### config.mk
export PLATFORM = sky130hd
export DESIGN_NAME = histeq_master_sequencer
export DESIGN_NICKNAME = d
export VERILOG_FILES = /design/src/rtl/histeq_pkg.sv /design/src/rtl/histeq_sat_counter.sv /design/src/rtl/histeq_master_sequencer.sv
export SDC_FILE = /design/constraint.sdc
export NUM_CORES = 1
export LEC_CHECK = 0
export CORE_ASPECT_RATIO = 1.75
export CORE_MARGIN = 1.5
export CORE_UTILIZATION = 45
export CTS_CLUSTER_SIZE = 16
export DETAILED_ROUTE_END_ITERATION = 8
export PLACE_DENSITY = 0.63
export SKIP_CTS_REPAIR_TIMING = 1
export SLEW_MARGIN = 20
export SYNTH_ARGS = -nofsm -noshare
export SYNTH_HDL_FRONTEND = slang
export SYNTH_SLANG_ARGS = --single-unit
### constraint.sdc
create_clock -name clock -period 2.1 [get_ports clock]
set_clock_uncertainty 0.2 [all_clocks]
set_input_delay 0.21 -clock clock [delete_from_list [all_inputs] [get_ports clock]]
set_output_delay 0.21 -clock clock [all_outputs]
set_load 0.1 [all_outputs]
### src/rtl/histeq_pkg.sv
// Shared definitions for the histogram-equalizer master sequencer.
//
// Contents:
//   state_t          - sequencer state; the numeric value is also the encoding
//                      driven on the sequencer's phase output.
//   owner_t          - scratch-memory ownership select for the scratch port mux.
//   DEFAULT_*        - default parameter values for one 256x256 8-bit image.
//   owner_for_state  - which compute phase owns the scratch memory in a state.
//   is_busy_state    - true in the three compute phases.
package histeq_pkg;

    typedef enum logic [2:0] {
        ST_IDLE  = 3'd0,
        ST_HIST  = 3'd1,
        ST_CDF   = 3'd2,
        ST_DIV   = 3'd3,
        ST_DONE  = 3'd4,
        ST_ERROR = 3'd5
    } state_t;

    typedef enum logic [1:0] {
        OWNER_NONE = 2'd0,
        OWNER_HIST = 2'd1,
        OWNER_CDF  = 2'd2,
        OWNER_DIV  = 2'd3
    } owner_t;

    // 256x256 pixels, 16 pixels per 128-bit word.
    localparam int DEFAULT_NUM_INPUT_WORDS = 4096;
    localparam int DEFAULT_CNT_W           = 16;
    localparam int DEFAULT_TIMEOUT_CYCLES  = 65535;

    function automatic owner_t owner_for_state(input state_t s);
        owner_t o;
        case (s)
            ST_HIST: o = OWNER_HIST;
            ST_CDF:  o = OWNER_CDF;
            ST_DIV:  o = OWNER_DIV;
            default: o = OWNER_NONE;
        endcase
        return o;
    endfunction

    function automatic logic is_busy_state(input state_t s);
        return (s == ST_HIST) || (s == ST_CDF) || (s == ST_DIV);
    endfunction

endpackage

### src/rtl/histeq_sat_counter.sv
// Saturating up-counter with synchronous clear and a terminal flag.
//
// Ports:
//   clock    - system clock, rising edge
//   reset    - asynchronous active-low reset; count returns to 0
//   clear    - synchronous clear to 0, has priority over enable
//   enable   - count up by one this cycle (held once LIMIT is reached)
//   terminal - high while the count equals LIMIT
module histeq_sat_counter #(
    parameter int WIDTH = 16,
    parameter int LIMIT = 4096
) (
    input  logic clock,
    input  logic reset,
    input  logic clear,
    input  logic enable,
    output logic terminal
);

    localparam logic [WIDTH-1:0] LIMIT_W = WIDTH'(LIMIT);

    logic [WIDTH-1:0] count_reg;
    logic [WIDTH-1:0] count_next;

    always_comb begin
        count_next = count_reg;
        if (clear) begin
            count_next = '0;
        end else if (enable && (count_reg != LIMIT_W)) begin
            count_next = count_reg + WIDTH'(1);
        end
    end

    always_ff @(posedge clock or negedge reset) begin
        if (!reset) begin
            count_reg <= '0;
        end else begin
            count_reg <= count_next;
        end
    end

    assign terminal = (count_reg == LIMIT_W);

endmodule

### src/rtl/histeq_master_sequencer.sv
// Master controller of the histogram-equalizer core.
//
// Runs histogram -> CDF -> divider for one image per start request, pulses
// each phase's start for one cycle on entry, counts input-memory words read
// during the histogram phase, selects the scratch-memory owner and guards
// every compute phase with a watchdog.
//
// Ports:
//   clock, reset                 - rising-edge clock, async active-low reset
//   start                        - request to process one image (ignored while busy)
//   input_mem_rd_strobe          - one pulse per input word consumed
//   histogram/cdf/divider_computation_done - phase completion, sampled only
//                                  in the matching state
//   start_histogram/cdf/divider  - one-cycle start pulses
//   input_mem_read_finished      - all NUM_INPUT_WORDS read in this histogram phase
//   scratch_owner                - 0 none, 1 histogram, 2 cdf, 3 divider
//   phase                        - current state encoding
//   busy / done / error          - status levels
//
// TIMEOUT_CYCLES must be below 2**CNT_W and NUM_INPUT_WORDS must fit in CNT_W.
module histeq_master_sequencer
    import histeq_pkg::*;
#(
    parameter int NUM_INPUT_WORDS = DEFAULT_NUM_INPUT_WORDS,
    parameter int CNT_W           = DEFAULT_CNT_W,
    parameter int TIMEOUT_CYCLES  = DEFAULT_TIMEOUT_CYCLES
) (
    input  logic       clock,
    input  logic       reset,
    input  logic       start,
    input  logic       input_mem_rd_strobe,
    input  logic       histogram_computation_done,
    input  logic       cdf_computation_done,
    input  logic       divider_computation_done,
    output logic       start_histogram,
    output logic       start_cdf,
    output logic       start_divider,
    output logic       input_mem_read_finished,
    output logic [1:0] scratch_owner,
    output logic [2:0] phase,
    output logic       busy,
    output logic       done,
    output logic       error
);

    localparam int CNT_READ = 0;
    localparam int CNT_WDOG = 1;

    state_t     state_reg;
    state_t     state_next;

    logic [1:0] cnt_clear;
    logic [1:0] cnt_enable;
    logic [1:0] cnt_terminal;

    logic       reads_complete;
    logic       watchdog_expired;

    logic       start_histogram_reg, start_histogram_next;
    logic       start_cdf_reg,       start_cdf_next;
    logic       start_divider_reg,   start_divider_next;
    logic       read_finished_reg,   read_finished_next;
    owner_t     owner_reg,           owner_next;
    logic [2:0] phase_reg,           phase_next;
    logic       busy_reg,            busy_next;
    logic       done_reg,            done_next;
    logic       error_reg,           error_next;

    assign reads_complete   = cnt_terminal[CNT_READ];
    assign watchdog_expired = cnt_terminal[CNT_WDOG];

    // ------------------------------------------------------------------
    // Next-state logic. A phase's own done input always beats the
    // watchdog, so completion in the last allowed cycle is not an error.
    // ------------------------------------------------------------------
    always_comb begin
        state_next = state_reg;
        case (state_reg)
            ST_IDLE, ST_DONE, ST_ERROR: begin
                if (start) begin
                    state_next = ST_HIST;
                end
            end
            ST_HIST: begin
                if (histogram_computation_done) begin
                    state_next = ST_CDF;
                end else if (watchdog_expired) begin
                    state_next = ST_ERROR;
                end
            end
            ST_CDF: begin
                if (cdf_computation_done) begin
                    state_next = ST_DIV;
                end else if (watchdog_expired) begin
                    state_next = ST_ERROR;
                end
            end
            ST_DIV: begin
                if (divider_computation_done) begin
                    state_next = ST_DONE;
                end else if (watchdog_expired) begin
                    state_next = ST_ERROR;
                end
            end
            default: begin
                state_next = ST_IDLE;
            end
        endcase
    end

    always_ff @(posedge clock or negedge reset) begin
        if (!reset) begin
            state_reg <= ST_IDLE;
        end else begin
            state_reg <= state_next;
        end
    end

    // ------------------------------------------------------------------
    // Counter controls. The read counter is only meaningful inside one
    // histogram phase, so it is zeroed on entry rather than on exit; the
    // watchdog restarts on every state change so each phase gets the full
    // TIMEOUT_CYCLES budget.
    // ------------------------------------------------------------------
    always_comb begin
        cnt_clear             = '0;
        cnt_enable            = '0;
        cnt_clear[CNT_READ]   = (state_next == ST_HIST) && (state_reg != ST_HIST);
        cnt_enable[CNT_READ]  = (state_reg == ST_HIST) && input_mem_rd_strobe;
        cnt_clear[CNT_WDOG]   = (state_next != state_reg);
        cnt_enable[CNT_WDOG]  = is_busy_state(state_reg);
    end

    // Read counter saturates at the word count; the watchdog terminal
    // flag marks the last cycle a phase may spend without completing.
    generate
        for (genvar gi = 0; gi < 2; gi++) begin : g_counter
            localparam int LIMIT = (gi == CNT_READ) ? NUM_INPUT_WORDS : (TIMEOUT_CYCLES - 1);
            histeq_sat_counter #(
                .WIDTH (CNT_W),
                .LIMIT (LIMIT)
            ) u_counter (
                .clock    (clock),
                .reset    (reset),
                .clear    (cnt_clear[gi]),
                .enable   (cnt_enable[gi]),
                .terminal (cnt_terminal[gi])
            );
        end
    endgenerate

    // ------------------------------------------------------------------
    // Output decode from the upcoming state so every output is a flop
    // that changes on the same edge as the state itself.
    // ------------------------------------------------------------------
    always_comb begin
        start_histogram_next = (state_next == ST_HIST) && (state_reg != ST_HIST);
        start_cdf_next       = (state_next == ST_CDF)  && (state_reg != ST_CDF);
        start_divider_next   = (state_next == ST_DIV)  && (state_reg != ST_DIV);
        // Staying in HIST with the count already full: the flag follows the
        // count by one cycle and drops as soon as HIST is left.
        read_finished_next   = (state_reg == ST_HIST) && (state_next == ST_HIST) && reads_complete;
        owner_next           = owner_for_state(state_next);
        phase_next           = state_next;
        busy_next            = is_busy_state(state_next);
        done_next            = (state_next == ST_DONE);
        error_next           = (state_next == ST_ERROR);
    end

    always_ff @(posedge clock or negedge reset) begin
        if (!reset) begin
            start_histogram_reg <= 1'b0;
            start_cdf_reg       <= 1'b0;
            start_divider_reg   <= 1'b0;
            read_finished_reg   <= 1'b0;
            owner_reg           <= OWNER_NONE;
            phase_reg           <= 3'd0;
            busy_reg            <= 1'b0;
            done_reg            <= 1'b0;
            error_reg           <= 1'b0;
        end else begin
            start_histogram_reg <= start_histogram_next;
            start_cdf_reg       <= start_cdf_next;
            start_divider_reg   <= start_divider_next;
            read_finished_reg   <= read_finished_next;
            owner_reg           <= owner_next;
            phase_reg           <= phase_next;
            busy_reg            <= busy_next;
            done_reg            <= done_next;
            error_reg           <= error_next;
        end
    end

    assign start_histogram         = start_histogram_reg;
    assign start_cdf               = start_cdf_reg;
    assign start_divider           = start_divider_reg;
    assign input_mem_read_finished = read_finished_reg;
    assign scratch_owner           = owner_reg;
    assign phase                   = phase_reg;
    assign busy                    = busy_reg;
    assign done                    = done_reg;
    assign error                   = error_reg;

endmodule

== Word level (Yosys, flattened, before mapping) ==
Index checks and enable logic that the tools add are counted.
Operators by class
  add/subtract/negate cells: 2
  equality and inequality tests: 18
  mux-type cells: 11
  reduce and logical (&&, ||, !) cells: 16
Operator list (number)
  2-to-1 mux 16 bit: 4
  adder 16 x 1 -> 16 bit, second input constant: 2
  equality test 16 x 13 -> 1 bit, second input constant: 1
  equality test 16 bit, second input constant: 1
  inequality test 16 x 13 -> 1 bit, second input constant: 1
  inequality test 16 bit, second input constant: 1
  2-to-1 mux 3 bit: 5
  equality test 3 x 2 -> 1 bit, second input constant: 4
  equality test 3 bit, second input constant: 4
  one-hot mux 3 bit (4 select lines): 1
  logical AND 1 bit: 8
  equality test 3 x 1 -> 1 bit, second input constant: 2
  inequality test 3 x 2 -> 1 bit, second input constant: 2
  one-hot mux 2 bit (3 select lines): 1
  logical OR 1 bit: 4
  nonzero test 2 bit: 2
  logical NOT 3 bit: 1
  inequality test 3 x 1 -> 1 bit, second input constant: 1
  inequality test 3 bit: 1
  OR reduction 3 bit: 1
Word-level totals
  flip-flop bits (word level): 44
  input port bits: 7
  output and inout port bits: 12
  word-level logic and storage cells: 58

== Longest topological paths before layout ==
  depth in word-level cells: 7
  depth in mapped cells: 8
  gate-level depth less buffers: 8

== Modules after synthesis ==
A second synthesis with hierarchy kept.
Second synthesis, totals
  cells, all modules: 241
  area, all modules: 2448.6 µm²
Modules (own cells, without submodules)
  histeq_sat_counter at g_counter[1].u_counter: instances 1, cells an instance 95, area each 924.6 µm², seq. area each 400.4 µm²
  histeq_sat_counter at g_counter[0].u_counter: instances 1, cells an instance 90, area each 894.6 µm², seq. area each 400.4 µm²
  histeq_master_sequencer: instances 1, cells an instance 56, area each 629.4 µm², seq. area each 300.3 µm²

== Worst setup path before layout ==
No wires, ideal clock.
  kind: reg-to-reg
  from: reg phase[1] (netlist name)
  to: reg g_counter[0].u_counter.count_reg[10]
  arrival: 2461 ps
  path slack: -680 ps
  stages on the path, launching flop included: 7
  buffers on the path: 1
  cells stage by stage: dfrtp_1 mux2_2 a221oi_1 a31oi_2 nor4b_4 buf_6 nor2_1
RTL lines
  end signal, assigned: RTL line histeq_sat_counter.sv:38  | count_reg <= count_next;
  end, declared: RTL line histeq_sat_counter.sv:22  | logic [WIDTH-1:0] count_reg;

== Final worst setup path ==
  from: reg g_counter[1].u_counter.count_reg[0]
  to: reg read_finished_reg (netlist: input_mem_read_finished)
On the way
  word-level cells in the longest chain between the ends: 7
  elaborated cells between the ends (all ways): 9
  those cells by class: 2 x eq/ne; 5 x mux; 2 x reduce/logical
Ends and longest elaborated chain
  start, declared: RTL line histeq_sat_counter.sv:22
  start signal, assigned: RTL line histeq_sat_counter.sv:38
  equality test 16 bit *: RTL line histeq_sat_counter.sv:42  | assign terminal = (count_reg == LIMIT_W);
  2-to-1 mux 3 bit *: RTL line histeq_master_sequencer.sv:87, histeq_master_sequencer.sv:94, histeq_master_sequencer.sv:101
  2-to-1 mux 3 bit (on tied branches): RTL line histeq_master_sequencer.sv:99, histeq_master_sequencer.sv:85, histeq_master_sequencer.sv:92
  one-hot mux 3 bit (4 select lines) *: RTL line histeq_master_sequencer.sv:78  | case (state_reg)
  named net phase_next[1]: RTL line histeq_master_sequencer.sv:64  | logic [2:0] phase_reg, phase_next;
  equality test 3 x 1 -> 1 bit *: RTL line histeq_master_sequencer.sv:162  | read_finished_next = (state_reg == ST_HIST) && (state_next == ST_HIST) && reads_complete;
  logical AND 1 bit * (2 in a row): RTL line histeq_master_sequencer.sv:162
  named net read_finished_next: RTL line histeq_master_sequencer.sv:62  | logic read_finished_reg, read_finished_next;
  end signal, assigned: RTL line histeq_master_sequencer.sv:185  | read_finished_reg <= read_finished_next;
  end, declared: RTL line histeq_master_sequencer.sv:62
The timed path passes the listed nets; every way through them passes the cells marked *.
A chain may end at the register's enable or synchronous reset.

==> impl_metrics.env <==
export IMPL_die_area_um2=5720
export IMPL_worst_ir_drop_vdd_mv=0.649
export IMPL_grt_setup_unrepaired="yes"
export IMPL_final_net_count=324
export IMPL_grt_antenna_before_repair=0
export IMPL_mappedNetlistArea_um2=2370
export IMPL_pre_cts_ws_ns=-0.609
export IMPL_diodes=0
export IMPL_post_layout_nonfiller_instances=368
export IMPL_max_slew_margin_vs_limit_pct=58.9
export IMPL_synthArstFlopShare_pct=100
export IMPL_synth_edff_count=0
export IMPL_worst_setup_hold_path_clk_slew_ns=0.09
export IMPL_die_w_um=57.8
export IMPL_maxCapViolations=0
export IMPL_wire_length_of_the_first_global_routing_pass_um=9030
export IMPL_final_period_utilization_pct=101
export IMPL_max_clock_freq_ghz=0.471
export IMPL_port_buffers=18
export IMPL_critical_path_max_fanout=3
export IMPL_critPathRequiredTime_ns=2.11
export IMPL_place_inst=354
export IMPL_tightest_slew_ns=0.616
export IMPL_core_area_um2=5020
export IMPL_syn_num_nets=252
export IMPL_mostFrequentLayoutCell="sky130_fd_sc_hd__buf_4"
export IMPL_floorplan_rows=34
export IMPL_synth_seq_cells=44
export IMPL_grtUsageTotal_pct=20.3
export IMPL_worst_endpoint_arrival_ns=2.13
export IMPL_ctsRootBufferMaster="sky130_fd_sc_hd__clkbuf_8"
export IMPL_cts_buffer_depth=2
export IMPL_layout_drive_gt1_share_pct=33.8
export IMPL_drt_initial_drc_count=53
export IMPL_numCtsBuffers=5
export IMPL_status="finished, violations left"
export IMPL_die_height_um=98.9
export IMPL_viasPerCell=5.42
export IMPL_globalRouteOverflowTotal=0
export IMPL_grt_pass1_vias=2010
export IMPL_postSynth_topFlopCell="sky130_fd_sc_hd__dfrtp_1"
export IMPL_antenna_violating_nets_post_route=0
export IMPL_part_of_the_yosys_area_used_for_sequential_elements_pct=46.5
export IMPL_netlist_instances=241
export IMPL_num_vias=1994
export IMPL_clk_latency_ns=0.30
export IMPL_mean_area_per_synthesized_cell_um2=9.82
export IMPL_gp_congestion=0.863
export IMPL_violated_checks="design-rule violations, negative setup slack"
export IMPL_critical_path_startpoint_type="flop"
export IMPL_routed_wirelength_um=5380
export IMPL_clkSinkCount=44
export IMPL_post_dp_hpwl_um=3880
export IMPL_finalHoldViolCount=0
export IMPL_cts_max_level=2
export IMPL_slew_limit_fails=0
export IMPL_p_leak_nw=1.49
export IMPL_largest_net_degree_at_the_start_of_global_routing=28
export IMPL_crit_chain="inv_1 -> ha_2 -> nand2_4 -> nor4_4 -> a221oi_4 -> buf_4 -> or2_4 -> nor4_2"
export IMPL_floorplan_io_pins=19
export IMPL_cp_slowest_cell="sky130_fd_sc_hd__dfrtp_1"
export IMPL_yosys_warnings=0
export IMPL_end_kind="flop"
export IMPL_power_per_cell_area_nw_per_um2=1260
export IMPL_drt_pass1_iter_count=6
export IMPL_flow_area_growth_from_synthesis_pct=38.2
export IMPL_wl_per_cell_um=14.6
export IMPL_fin_crit_ns=2.12
export IMPL_number_of_flip_flops_in_the_largest_register=32
export IMPL_path_class="reg -> reg"
export IMPL_mostFrequentLayoutCells="sky130_fd_sc_hd__buf_4, sky130_fd_sc_hd__dfrtp_1, sky130_fd_sc_hd__nor2_1"
export IMPL_floorplan_initialDensity_pct=47.2
export IMPL_postLayoutSetupSlackWorst_ns=-0.0225
export IMPL_setup_violations_final=4
export IMPL_holdCritPathClass="in -> async"
export IMPL_netlist_cell_type_count=48
export IMPL_cts_tree="done"
export IMPL_detail_route_drc_violations=2
export IMPL_crit_path_max_incr_delay_ns=0.38
==> cell usage after synthesis, drive strengths merged (2+ instances only) <==
library cell / instances / area [um^2]
a211oi: 3 / 22.5
a21o: 2 / 15.0
a21oi: 10 / 50.1
a221oi: 2 / 17.5
a31oi: 2 / 18.8
and2: 4 / 25.0
and3: 7 / 43.8
and4: 2 / 17.5
buf: 6 / 33.8
dfrtp: 44 / 1100
ha: 4 / 50.1
inv: 9 / 33.8
nand2: 15 / 56.3
nand2b: 3 / 18.8
nand3: 9 / 50.1
nand4: 11 / 75.1
nor2: 38 / 145
nor2b: 6 / 37.5
nor3: 4 / 20.0
nor3b: 2 / 15.0
nor4: 4 / 46.3
nor4b: 3 / 41.3
o2111ai: 3 / 26.3
o211ai: 2 / 15.0
o21ai: 3 / 18.8
or2: 4 / 25.0
or3: 3 / 18.8
xnor2: 11 / 96.3
xor2: 16 / 140
==> cells by family after synthesis <==
group	share of synthesized area [%]
xor gates and xnor gates	9.99
DFF	46.5
adders and majority gates	2.11
buffers and inverters	3.01
AOI/OAI and AO/OA	10.2
muxes	0.476
and+or+nand+nor	27.7
==> worst max-delay path: cells and delay by family (launching register included) <==
family,cells,cell delay [ns]
flops,1,0.38
compound gates,1,0.13
fa+ha+maj,1,0.20
buf+inv,2,0.22
simple gates,4,0.91
==> stage by stage <==
step / utilization [%] / setup TNS [ns] / power (W) / hold WS, ns / instance area, um^2
floorplan: - / -1.70 / 0.00245 / -0.286 / 2400
global placement: 59.4 / -9.45 / 0.00319 / 0.0556 / 2980
detailed placement: 59.4 / -10.45 / 0.00321 / 0.0618 / 2980
CTS: 61.8 / -6.49 / 0.00391 / -0.276 / 3100
global route: 65.2 / -1.63 / 0.00433 / 0.293 / 3270
finish: 65.2 / -0.0344 / 0.00411 / 0.243 / 3270
==> area by class of cell <==
cell class | instances | area [um^2]
timing repair buffer | 72 | 627
tap | 54 | 67.6
clock inverter | 2 | 38.8
inverter | 9 | 36.3
multi-input combinational | 181 | 1310
sequential | 44 | 1110
fill | 427 | 1750
clock buffer | 6 | 82.6
==> metal layers <==
| layer | share of wire, % | up-vias | track usage [%] |
|---|---|---|---|
| met1 | 40 | 962 | 23.3 |
| met4 | 2.7 | 0 | 8.77 |
| li1 | - | 990 | - |
| met2 | 56 | 30 | 36.0 |
| met3 | 2.1 | 12 | 3.15 |
| met5 | 0 | - | 0 |
==> where the power goes <==
part	internal, W	total, W	leakage, nW	switching [W]
Clock	0.000389	0.000686	0.0614	0.000297
Sequential	0.000991	0.00110	0.593	0.000110
Combinational	0.000913	0.00232	0.839	0.00141
Total	0.00229	0.00411	1.49	0.00182
==> path summary, 6_finish.rpt <==
kind / from / end / slack (ns) / cells past startpoint
worst max-delay path: g_counter[1].u_counter.count_reg[0]$_DFFE_PN0P_ / input_mem_read_finished$_DFF_PN0_ / -0.02 / 8
worst min-delay path: reset / g_counter[0].u_counter.count_reg[7]$_DFFE_PN0P_ / 0.24 / 2
worst max register to register: g_counter[1].u_counter.count_reg[0]$_DFFE_PN0P_ / input_mem_read_finished$_DFF_PN0_ / -0.02 / 8
worst min register to register: g_counter[0].u_counter.count_reg[1]$_DFFE_PN0P_ / g_counter[0].u_counter.count_reg[1]$_DFFE_PN0P_ / 0.37 / 2
max in group asynchronous: reset / phase[1]$_DFF_PN0_ / 0.85 / 3
min in group clock: g_counter[0].u_counter.count_reg[1]$_DFFE_PN0P_ / g_counter[0].u_counter.count_reg[1]$_DFFE_PN0P_ / 0.37 / 2
No activity file was read; power rests on OpenSTA's default activity.
